[config.mk]
export PLATFORM = sky130hd
export DESIGN_NAME = dmem_arbiter
export DESIGN_NICKNAME = d
export VERILOG_FILES = /design/src/rtl/dmem_arbiter.sv
export SDC_FILE = /design/constraint.sdc
export NUM_CORES = 1
export LEC_CHECK = 0
export CAP_MARGIN = 20
export CORE_UTILIZATION = 37
export DETAILED_ROUTE_END_ITERATION = 8
export PLACE_DENSITY_LB_ADDON = 0.12
export SYNTH_ARGS = -nofsm -noshare
export SYNTH_HDL_FRONTEND = slang
export SYNTH_SLANG_ARGS = --single-unit
[constraint.sdc]
create_clock -name clk -period 2.3 [get_ports clk]
set_clock_uncertainty 0.1 [all_clocks]
set_input_delay 0.345 -clock clk [delete_from_list [all_inputs] [get_ports clk]]
set_output_delay 0.345 -clock clk [all_outputs]
set_load 0.005 [all_outputs]
[src/rtl/dmem_arbiter.sv]
// Data memory sequencer: clears every word after reset, then shares the single
// memory port between the CPU (fixed priority) and the VGA fetch path (starvation bounded).
//
// state | meaning
// INIT  | clear sweep, one zero word written per cycle, no grants
// RUN   | arbitrate CPU/VGA requests onto the memory port
module dmem_arbiter #(
    parameter int DW       = 16,
    parameter int AW       = 12,
    parameter int DEPTH    = 64,
    parameter int MAX_WAIT = 4
) (
    input  logic          clk,
    input  logic          rst,
    input  logic          cpu_req,
    input  logic          cpu_we,
    input  logic [AW-1:0] cpu_addr,
    input  logic [DW-1:0] cpu_wdata,
    output logic          cpu_gnt,
    output logic [DW-1:0] cpu_rdata,
    output logic          cpu_rvalid,
    input  logic          vga_req,
    input  logic [AW-1:0] vga_addr,
    output logic          vga_gnt,
    output logic [DW-1:0] vga_rdata,
    output logic          vga_rvalid,
    output logic [AW-1:0] mem_address,
    output logic [DW-1:0] mem_data,
    output logic          mem_write_enable,
    output logic          mem_read_enable,
    input  logic [DW-1:0] mem_read_data,
    output logic          init_done
);

    localparam int IW = $clog2(DEPTH);
    localparam int WW = $clog2(MAX_WAIT + 1);

    typedef enum logic {
        INIT,
        RUN
    } state_t;

    state_t        state;
    logic [IW-1:0] clr_ptr;
    logic [WW-1:0] wait_cnt;
    logic          starved;

    // Upper address bits are intentionally dropped: addresses wrap modulo DEPTH.
    logic unused_addr_bits;
    assign unused_addr_bits = ^{cpu_addr[AW-1:IW], vga_addr[AW-1:IW]};

    assign starved = (wait_cnt >= WW'(MAX_WAIT));

    // Reset gates every port output so the memory sees no activity while rst is low.
    always_comb begin
        cpu_gnt          = 1'b0;
        vga_gnt          = 1'b0;
        mem_address      = '0;
        mem_data         = '0;
        mem_write_enable = 1'b0;
        mem_read_enable  = 1'b0;
        if (rst) begin
            if (state == INIT) begin
                mem_address      = AW'(clr_ptr);
                mem_write_enable = 1'b1;
            end else begin
                vga_gnt = vga_req & (~cpu_req | starved);
                cpu_gnt = cpu_req & ~vga_gnt;
                if (vga_gnt) begin
                    mem_address     = AW'(vga_addr[IW-1:0]);
                    mem_read_enable = 1'b1;
                end else if (cpu_gnt) begin
                    mem_address = AW'(cpu_addr[IW-1:0]);
                    if (cpu_we) begin
                        mem_write_enable = 1'b1;
                        mem_data         = cpu_wdata;
                    end else begin
                        mem_read_enable = 1'b1;
                    end
                end
            end
        end
    end

    always_ff @(posedge clk or negedge rst) begin
        if (!rst) begin
            state      <= INIT;
            clr_ptr    <= '0;
            init_done  <= 1'b0;
            wait_cnt   <= '0;
            cpu_rdata  <= '0;
            cpu_rvalid <= 1'b0;
            vga_rdata  <= '0;
            vga_rvalid <= 1'b0;
        end else begin
            case (state)
                INIT: begin
                    clr_ptr    <= clr_ptr + 1'b1;
                    wait_cnt   <= '0;
                    cpu_rvalid <= 1'b0;
                    vga_rvalid <= 1'b0;
                    if (clr_ptr == IW'(DEPTH - 1)) begin
                        state     <= RUN;
                        init_done <= 1'b1;
                    end
                end
                RUN: begin
                    cpu_rvalid <= cpu_gnt & ~cpu_we;
                    if (cpu_gnt && !cpu_we) begin
                        cpu_rdata <= mem_read_data;
                    end
                    vga_rvalid <= vga_gnt;
                    if (vga_gnt) begin
                        vga_rdata <= mem_read_data;
                    end
                    if (vga_req && !vga_gnt) begin
                        if (~&wait_cnt) begin
                            wait_cnt <= wait_cnt + 1'b1;
                        end
                    end else begin
                        wait_cnt <= '0;
                    end
                end
                default: state <= INIT;
            endcase
        end
    end

endmodule

==> run summary, run 1 <==
* **endpoints failing setup** 0
* **total count of hold-check failures in the final report** 0
* **proportion of register bits with asynchronous set or reset after synthesis** 100%
* **post-synthesis sequential element count** 45
* **Sum Neg Setup Slack** 0 ns
* **final clock period utilization by the worst path** 97.7%
* **routability congestion estimate from global placement** 0.724
* **height of the die** 77.2 um
* **number of cells in the design after placement** 343
* **share of the yosys chip area belonging to registers** 53.8%
* **Pwr per Cell Area** 414 nW/um2
* **mean cell area of the mapped netlist** 13.1 um2
* **worst hold path type** in2async
* **number of unique standard cell types used by synthesis** 33
* **critical path peak fanout** 7
* **proportion of layout cells with a drive suffix above 1** 22.0%
* **commonest cells after routing, fill and taps aside** clkdlybuf4s50_1, dfrtp_1, mux2_2, and2_1, dlygate4sd2_1
* **CTS tree** built
* **largest net degree at the start of global routing** 40
* **count of flip-flops with a built-in enable after synthesis** 0
* **Starting DRT DRC Count** 51
* **first-pass GRT wire length** 7990 um
* **HPWL after detailed placement** 3630 um
* **DRC errors left** 0
* **endpoint arrival time on the critical path** 1.80 ns
* **Core Area** 5470 um2
* **residual antenna-violating net count after detailed routing** 0
* **Leak** 0.00171 uW
* **count of synthesis-stage warnings from yosys** 0
* **buffer type at the clock tree root** clkbuf_8
* **Max Slew Vio Count** 0
* **detailed-route wire length per cell** 13.7 um
* **Num CTS Buffers** 5
* **max-cap violation count** 0
* **count of buffers inserted at the top-level ports** 109
* **width of the chip** 77.2 um
* **H-tree level count** 2
* **post-synthesis cell count** 160
* **element type at the critical path end** output pin
* **most frequently used flop master after synthesis** dfrtp_1
* **category of the worst setup path launch point** flip-flop
* **Synth Cell Area** 2090 um2
* **critical path data required time** 1.86 ns
* **number of sinks on the clock net** 45
* **Cell Rows** 27
* **Layout Area Growth over Synthesis** 62.5%
* **clock tree buffer depth** 2
* **clock transition at the registers of the reported paths** 0.09 ns
* **Layout Nets** 345
* **final core area utilization** 62.2%
* **count of inserted antenna diode cells** 0
* **num ports** 128
* **routed wire length** 4840 um
* **critical path start-end classification** reg2out
* **DIE AREA** 5970 um2
* **met2 wire length** 2340 um
* **clock insertion delay at the later pin of the skew report** 0.30 ns
* **Design Area, Final** 3400 um2
* **DRT met1 WL** 2070 um
* **uppermost routed layer** met4
* **most frequent standard cell in the layout excluding fill and tap cells** clkdlybuf4s50_1
* **number of antenna violations at the first check in global routing** 0
* **status** finished clean
* **Met3 Routed Length** 393 um
* **VDD IR-drop max** 0.000325 V
* **via count of the first global-routing pass** 1679
* **vias after detailed routing** 1608
* **initial cell density of the core** 38.3%
* **final cell count without fillers** 354
* **Tot Pwr** 1410 uW
* **total congestion overflow after global routing** 0
* **Avg Vias per Cell** 4.54
* **RSZ-0062 raised after global routing** true
* **Max Clock Freq** 0.445 GHz
* **drt first pass iters** 4
* **minimum period implied by the final worst setup slack** 2.25 ns
* **Total Routing Usage GR** 17.1%
* **placed instance area** 3280 um2
-- final timing paths --
check	startpoint	to	slack, ns	cells past startpoint
max in group asynchronous	rst	clr_ptr[0]$_DFFE_PN0N_	1.56	2
worst max register to register	wait_cnt[2]$_DFFE_PN0P_	cpu_rdata[2]$_DFFE_PN0P_	0.54	4
worst min-delay path	rst	clr_ptr[2]$_DFFE_PN0N_	0.003	2
worst min register to register	init_done$_DFFE_PN0P_	init_done$_DFFE_PN0P_	0.38	1
worst max-delay path	wait_cnt[2]$_DFFE_PN0P_	mem_read_enable	0.05	6
min in group clk	init_done$_DFFE_PN0P_	init_done$_DFFE_PN0P_	0.38	1
-- logic make-up after synthesis --
family,count (synthesis),synth area share (%)
xor gates and xnor gates,6,2.51
and+or+nand+nor,42,12.2
DFF,45,53.8
adders and majority gates,3,1.79
other,1,0.179
muxes,35,20.1
buffers and inverters,16,4.72
AOI/OAI and AO/OA,12,4.72
-- cells in the mapped netlist (2+ instances only) --
library cell / instances / area (um2)
mux2_4: 8 / 120
ha_1: 3 / 37.5
mux2_2: 25 / 282
inv_1: 2 / 7.51
and3_1: 2 / 12.5
a21oi_1: 2 / 10.0
clkbuf_1: 3 / 11.3
nor2b_1: 2 / 12.5
nor2_1: 4 / 15.0
and4_1: 2 / 17.5
mux2i_1: 2 / 20.0
and2_1: 20 / 125
xnor2_1: 4 / 35.0
dfrtp_1: 45 / 1130
buf_4: 8 / 60.1
nand2_1: 6 / 22.5
a221o_1: 5 / 50.1
xor2_1: 2 / 17.5
-- per-layer routing --
layer	track usage, %	up-vias
li1	-	785
met1	20.8	767
met2	28.4	52
met3	6.07	4
met4	4.53	0
met5	0	-
-- layout make-up --
| type | count | area [um2] |
|---|---|---|
| timing repair buffer | 122 | 1180 |
| sequential | 45 | 1130 |
| multi-input combinational | 104 | 901 |
| tap | 72 | 90.1 |
| inverter | 3 | 13.8 |
| fill | 468 | 2070 |
| clock inverter | 3 | 21.3 |
| clock buffer | 5 | 68.8 |
-- sequential cells by signal (all words and copies together), names as in the netlist --
name        flops
vga_rvalid      1
clr_ptr         6
state           1
cpu_rvalid      1
init_done       1
cpu_rdata      16
vga_rdata      16
wait_cnt        3
-- repair_timing --
action / in CTS / in global routing
setup endpoints to repair: 26 / 12
resized for setup: 26 / 9
cloned: 0 / 0
buffers inserted: 1 / 1
endpoints found under the hold margin: 1 / 0
pin swaps: 0 / 3
hold buffers: 1 / 0
-- where the power goes --
group	internal, uW	leakage [uW]	switching (uW)
Combinational	86.0	0.00105	40.9
Clock	216	0.0000445	278
Sequential	790	0.000611	0
Total	1090	0.00171	319
-- stage by stage --
step,hold WS [ns],worst slack (ns)
after global placement,0.101,-0.211
after detailed placement,0.101,-0.231
after floorplan,-0.0506,0.574
after global routing,0.0300,-0.00899
final,0.00253,0.0538
after CTS,0.00719,-0.0834
-- critical path: stages, from the launching register on --
cell,delay [ns]
dfrtp_2,0.45
nand2b_1,0.18
nand4_2,0.13
inv_4,0.07
buf_4,0.13
or2_2,0.28
dlygate4sd2_1,0.27
(Power assumes the default switching activity.)
==> inputs of run 2 (changes only) <==
Settings changed: CAP_MARGIN 20 to 15, CORE_ASPECT_RATIO from default to 2.
==> run 2 against run 1 <==
Effect of this change:
- wire length increased by 4.3%
- combinational power increased by 8%
- sequential power about the same
- worst setup slack improved by 0.023 ns
- first-iteration DRC count decreased by 47%
- design area increased by 1.3%
- sequential cell count unchanged
- critical path depth unchanged
- critical endpoint is now mem_address[1]
==> run summary, run 2 (same netlist as run 1, synthesis figures left out) <==
* **status** finished clean
* **number of sinks on the clock net** 45
* **Setup Slack @ Placement** -0.207 ns
* **largest registers** cpu_rdata x16, vga_rdata x16, clr_ptr x6
* **final clock period utilization by the worst path** 96.7%
* **Cell Rows** 38
* **endpoints failing setup** 0
* **count of inserted antenna diode cells** 0
* **HPWL after detailed placement** 3930 um
* **number of antenna violations at the first check in global routing** 0
* **most frequent standard cell in the layout excluding fill and tap cells** clkdlybuf4s50_1
* **routability congestion estimate from global placement** 0.751
* **number of cells in the design after placement** 334
* **worst hold path type** in2async
* **Layout Area Growth over Synthesis** 64.7%
* **Core Area** 5420 um2
* **final cell count without fillers** 347
* **buffer type at the clock tree root** clkbuf_8
* **Starting DRT DRC Count** 27
* **max-cap violation count** 0
* **clock insertion delay at the later pin of the skew report** 0.29 ns
* **num ports** 128
* **Avg Vias per Cell** 4.83
* **DIE AREA** 5980 um2
* **Leak** 0.00173 uW
* **Layout Nets** 351
* **commonest cells after routing, fill and taps aside** clkdlybuf4s50_1, dfrtp_1, mux2_2, dlygate4sd2_1, and2_1
* **Total Routing Usage GR** 17.8%
* **initial cell density of the core** 38.6%
* **vias after detailed routing** 1676
* **critical path data required time** 1.86 ns
* **Max Slew Vio Count** 0
* **height of the die** 108 um
* **largest net degree at the start of global routing** 37
* **routed wire length** 5050 um
* **detailed-route wire length per cell** 14.5 um
* **RSZ-0062 raised after global routing** false
* **count of buffers inserted at the top-level ports** 109
* **clock transition at the registers of the reported paths** 0.08 ns
* **H-tree level count** 2
* **drt first pass iters** 4
* **Max Clock Freq** 0.450 GHz
* **VDD IR-drop max** 0.000582 V
* **via count of the first global-routing pass** 1772
* **residual antenna-violating net count after detailed routing** 0
* **endpoint arrival time on the critical path** 1.78 ns
* **proportion of layout cells with a drive suffix above 1** 23.7%
* **total count of hold-check failures in the final report** 0
* **CTS tree** built
* **first-pass GRT wire length** 8290 um
* **critical path peak fanout** 5
* **category of the worst setup path launch point** flip-flop
* **DRC errors left** 0
* **Num CTS Buffers** 5
* **width of the chip** 55.2 um
* **clock tree buffer depth** 2
* **element type at the critical path end** output pin
* **Pwr per Cell Area** 431 nW/um2
* **total congestion overflow after global routing** 0
* **fin worst setup slack** 0.0768 ns
* **critical path start-end classification** reg2out
* **minimum period implied by the final worst setup slack** 2.22 ns
==> run 2: cell count changes in the layout (fill, tap and decap cells not counted), sizes merged <==
cell | before | now
dlygate4sd2 | 17 | 23
buf | 13 | 18
clkdlybuf4s15 | 3 | 0
dlymetal6s2s | 5 | 2
bufinv | 0 | 1
clkinvlp | 1 | 0
dlygate4sd3 | 1 | 2
inv | 4 | 3
==> run 2: final cells by class <==
cell class                      count  area, um2
Clock buffer                        5       68.8
Clock inverter                      2       35.0
Fill cell                         489       1970
Inverter                            3       13.8
Multi-Input combinational cell    104        911
Sequential cell                    45       1130
Tap cell                           60       75.1
Timing Repair Buffer              128       1220
==> run 2: final timing paths <==
kind	to	cells past startpoint	slack, ns	start
min reg2reg	clr_ptr[5]$_DFFE_PN0N_	1	0.39	clr_ptr[5]$_DFFE_PN0N_
max	mem_address[1]	6	0.08	wait_cnt[2]$_DFFE_PN0P_
max reg2reg	cpu_rdata[2]$_DFFE_PN0P_	5	0.46	wait_cnt[2]$_DFFE_PN0P_
min	vga_rdata[3]$_DFFE_PN0P_	2	0.15	rst
min in group clk	clr_ptr[5]$_DFFE_PN0N_	1	0.39	clr_ptr[5]$_DFFE_PN0N_
max in group asynchronous	state$_DFF_PN0_	3	1.38	rst
==> run 2: routing by layer <==
layer  wire [um]  GRT usage, %  share of wire (%)  vias up
li1            -             -                  -      789
met1        1690          17.1                 33      788
met2        2820          34.7                 56       92
met3         436          4.55                8.6        7
met4         102          7.68                2.0        0
met5           0             0                  0        -
==> run 2: per-stage QoR <==
stage               utilization (%)  hold WS [ns]  total power [uW]  TNS, ns  cell area, um2
CTS                            63.4         0.160              1510  -0.0189            3440
floorplan                         -       -0.0506               827        0            2110
finish                         63.6         0.152              1490        0            3450
detailed placement             60.6         0.299               939    -3.98            3280
global placement               60.6         0.292               938    -3.67            3280
global route                   63.6         0.197              1560        0            3450
==> run 2: what timing repair did <==
item | CTS | global route
pin swaps | 2 | 1
setup endpoints to repair | 24 | 2
gates cloned | 0 | 0
endpoints found under the hold margin | 9 | 0
resized for setup | 33 | 2
hold buffers | 2 | 0
setup buffers | 3 | 1
==> run 2: worst max-delay path, stage by stage, from the launching register on <==
cell and delay, ns:
dfrtp_2 0.41, a21boi_4 0.07, buf_4 0.14, and3_4 0.19, buf_4 0.13, a221o_1 0.28, dlygate4sd2_1 0.26
==> run 2: power by group <==
part | leakage [uW] | switching, uW | internal, uW | total [uW]
Sequential | 0.000611 | 0 | 790 | 790
Clock | 0.0000540 | 244 | 316 | 560
Combinational | 0.00106 | 45.0 | 92.4 | 137
==> inputs of run 3 (changes only) <==
Settings changed: CORE_UTILIZATION 37 to 40, SLEW_MARGIN from default to 30.
Clock period 2.3 ns to 2.65 ns, I/O delays scaled along.
==> run 3 against run 2 <==
Effect of this change:
- wire length down 4.5%
- clock power decreased by 22%
- die area fell by 7.3%
- first-iteration DRC count down 85%
- sequential share of layout area increased by 0.70 points
- core utilization up 4.4 points
- worst setup slack got worse by 0.020 ns
- count of clock-buffer cells in the layout up 1
- register-to-register slack improved by 0.43 ns
- worst hold slack worse by 0.043 ns
- total power shrank 17%
- via count fell by 3.9%
==> run summary, run 3 (same netlist as run 1, synthesis figures left out) <==
* **commonest cells after routing, fill and taps aside** clkdlybuf4s50_1, dfrtp_1, mux2_2, and2_1, dlymetal6s2s_1
* **number of antenna violations at the first check in global routing** 0
* **Tot Pwr** 1240 uW
* **HPWL after detailed placement** 3600 um
* **Starting DRT DRC Count** 4
* **Max Clock Freq** 0.386 GHz
* **DRC errors left** 0
* **num ports** 128
* **first-pass GRT wire length** 7450 um
* **final clock period utilization by the worst path** 97.9%
* **proportion of layout cells with a drive suffix above 1** 19.6%
* **total count of hold-check failures in the final report** 0
* **number of sinks on the clock net** 45
* **Layout Area Growth over Synthesis** 60.9%
* **DIE AREA** 5550 um2
* **endpoint arrival time on the critical path** 2.10 ns
* **Design Area, Final** 3370 um2
* **element type at the critical path end** output pin
* **Fillers** 396
* **max-cap violation count** 0
* **placed instance area** 3230 um2
* **routability congestion estimate from global placement** 0.717
* **H-tree level count** 2
* **Core Area** 4950 um2
* **status** finished clean
* **Num CTS Buffers** 5
* **via count of the first global-routing pass** 1637
* **critical path start-end classification** in2out
* **RSZ-0062 raised after global routing** false
* **post-CTS setup buffer count** 0
* **detailed-route wire length per cell** 14.5 um
* **routed wire length** 4820 um
* **initial cell density of the core** 42.3%
* **endpoints failing setup** 0
* **total congestion overflow after global routing** 0
* **Avg Vias per Cell** 4.84
* **critical path peak fanout** 16
* **category of the worst setup path launch point** input port
* **largest net degree at the start of global routing** 27
* **Cell Rows** 36
* **Max Slew Vio Count** 0
* **worst hold path type** in2async
* **count of buffers inserted at the top-level ports** 109
* **Layout Nets** 339
* **clock tree buffer depth** 2
* **drt first pass iters** 2
* **minimum period implied by the final worst setup slack** 2.59 ns
* **most frequent standard cell in the layout excluding fill and tap cells** clkdlybuf4s50_1
* **Sum Neg Setup Slack** 0 ns
* **critical path data required time** 2.15 ns
* **clock insertion delay at the later pin of the skew report** 0.29 ns
* **height of the die** 104 um
* **width of the chip** 53.2 um
* **clock transition at the registers of the reported paths** 0.08 ns
* **buffer type at the clock tree root** clkbuf_8
* **Leak** 0.00171 uW
* **VDD IR-drop max** 0.000383 V
* **Total Routing Usage GR** 18.0%
* **largest registers** cpu_rdata x16, vga_rdata x16, clr_ptr x6
* **CTS tree** built
* **Pwr per Cell Area** 367 nW/um2
* **vias after detailed routing** 1611
* **residual antenna-violating net count after detailed routing** 0
* **count of inserted antenna diode cells** 0
==> run 3: cell types whose count changed in the layout (fill, tap and decap cells not counted), sizes merged <==
cell,change
buf,-11
bufinv,-1
clkbuf,+1
clkdlybuf4s50,+16
clkinv,+1
dlygate4sd2,-23
dlygate4sd3,-1
dlymetal6s2s,+7
==> run 3: repair_timing <==
action | in CTS | in global routing
gates resized for setup | 0 | 12
endpoints found under the hold margin | 5 | 0
hold buffers | 1 | 0
endpoints found under the setup margin | 0 | 21
==> run 3: report_power, final <==
part / leakage (uW) / internal [uW] / total [uW] / switching (uW)
Clock: 0.0000512 / 211 / 439 / 228
Combinational: 0.00104 / 75.1 / 111 / 36.0
Sequential: 0.000615 / 686 / 686 / 0
Total: 0.00171 / 972 / 1240 / 264
==> run 3: final timing paths <==
kind / start / to / slack, ns / cells after the start
setup / recovery: cpu_req / mem_data[8] / 0.06 / 6
hold / removal: rst / cpu_rdata[12]$_DFFE_PN0P_ / 0.11 / 2
setup reg to reg: wait_cnt[2]$_DFFE_PN0P_ / cpu_rdata[1]$_DFFE_PN0P_ / 0.89 / 4
hold reg to reg: init_done$_DFFE_PN0P_ / init_done$_DFFE_PN0P_ / 0.39 / 1
max in group asynchronous: rst / wait_cnt[2]$_DFFE_PN0P_ / 1.66 / 2
min in group clk: init_done$_DFFE_PN0P_ / init_done$_DFFE_PN0P_ / 0.39 / 1
==> run 3: final cells by class <==
class,instances,area (um2),area share (%)
Clock buffer,6,82.6,2.45
Clock inverter,2,13.8,0.408
Inverter,3,11.3,0.334
Multi-Input combinational cell,104,897,26.6
Sequential cell,45,1130,33.4
Tap cell,57,71.3,2.12
Timing Repair Buffer,116,1170,34.6
==> run 3: per-layer routing <==
metal	share of wire [%]	GRT usage [%]	vias up
met5	0	0	-
met4	1.1	5.64	0
met3	11	5.26	4
met2	53	32.8	90
met1	35	18.6	750
li1	-	-	767
==> run 3: through the flow <==
step	setup WS [ns]	util, %	cells	hold WS, ns
2_1_floorplan	0.819	-	165	0.00191
3_3_place_gp	0.0350	65.2	324	0.194
3_5_place_dp	0.0235	65.2	324	0.196
4_1_cts	0.0163	67.3	333	0.104
5_1_grt	0.00132	68.0	333	0.126
6_report	0.0564	68.0	333	0.108
==> run 3: critical path: stages <==
cell             delay [ns]
clkdlybuf4s50_1        0.49
a21boi_4               0.21
and4_1                 0.22
buf_6                  0.14
and2_1                 0.14
clkdlybuf4s50_1        0.50
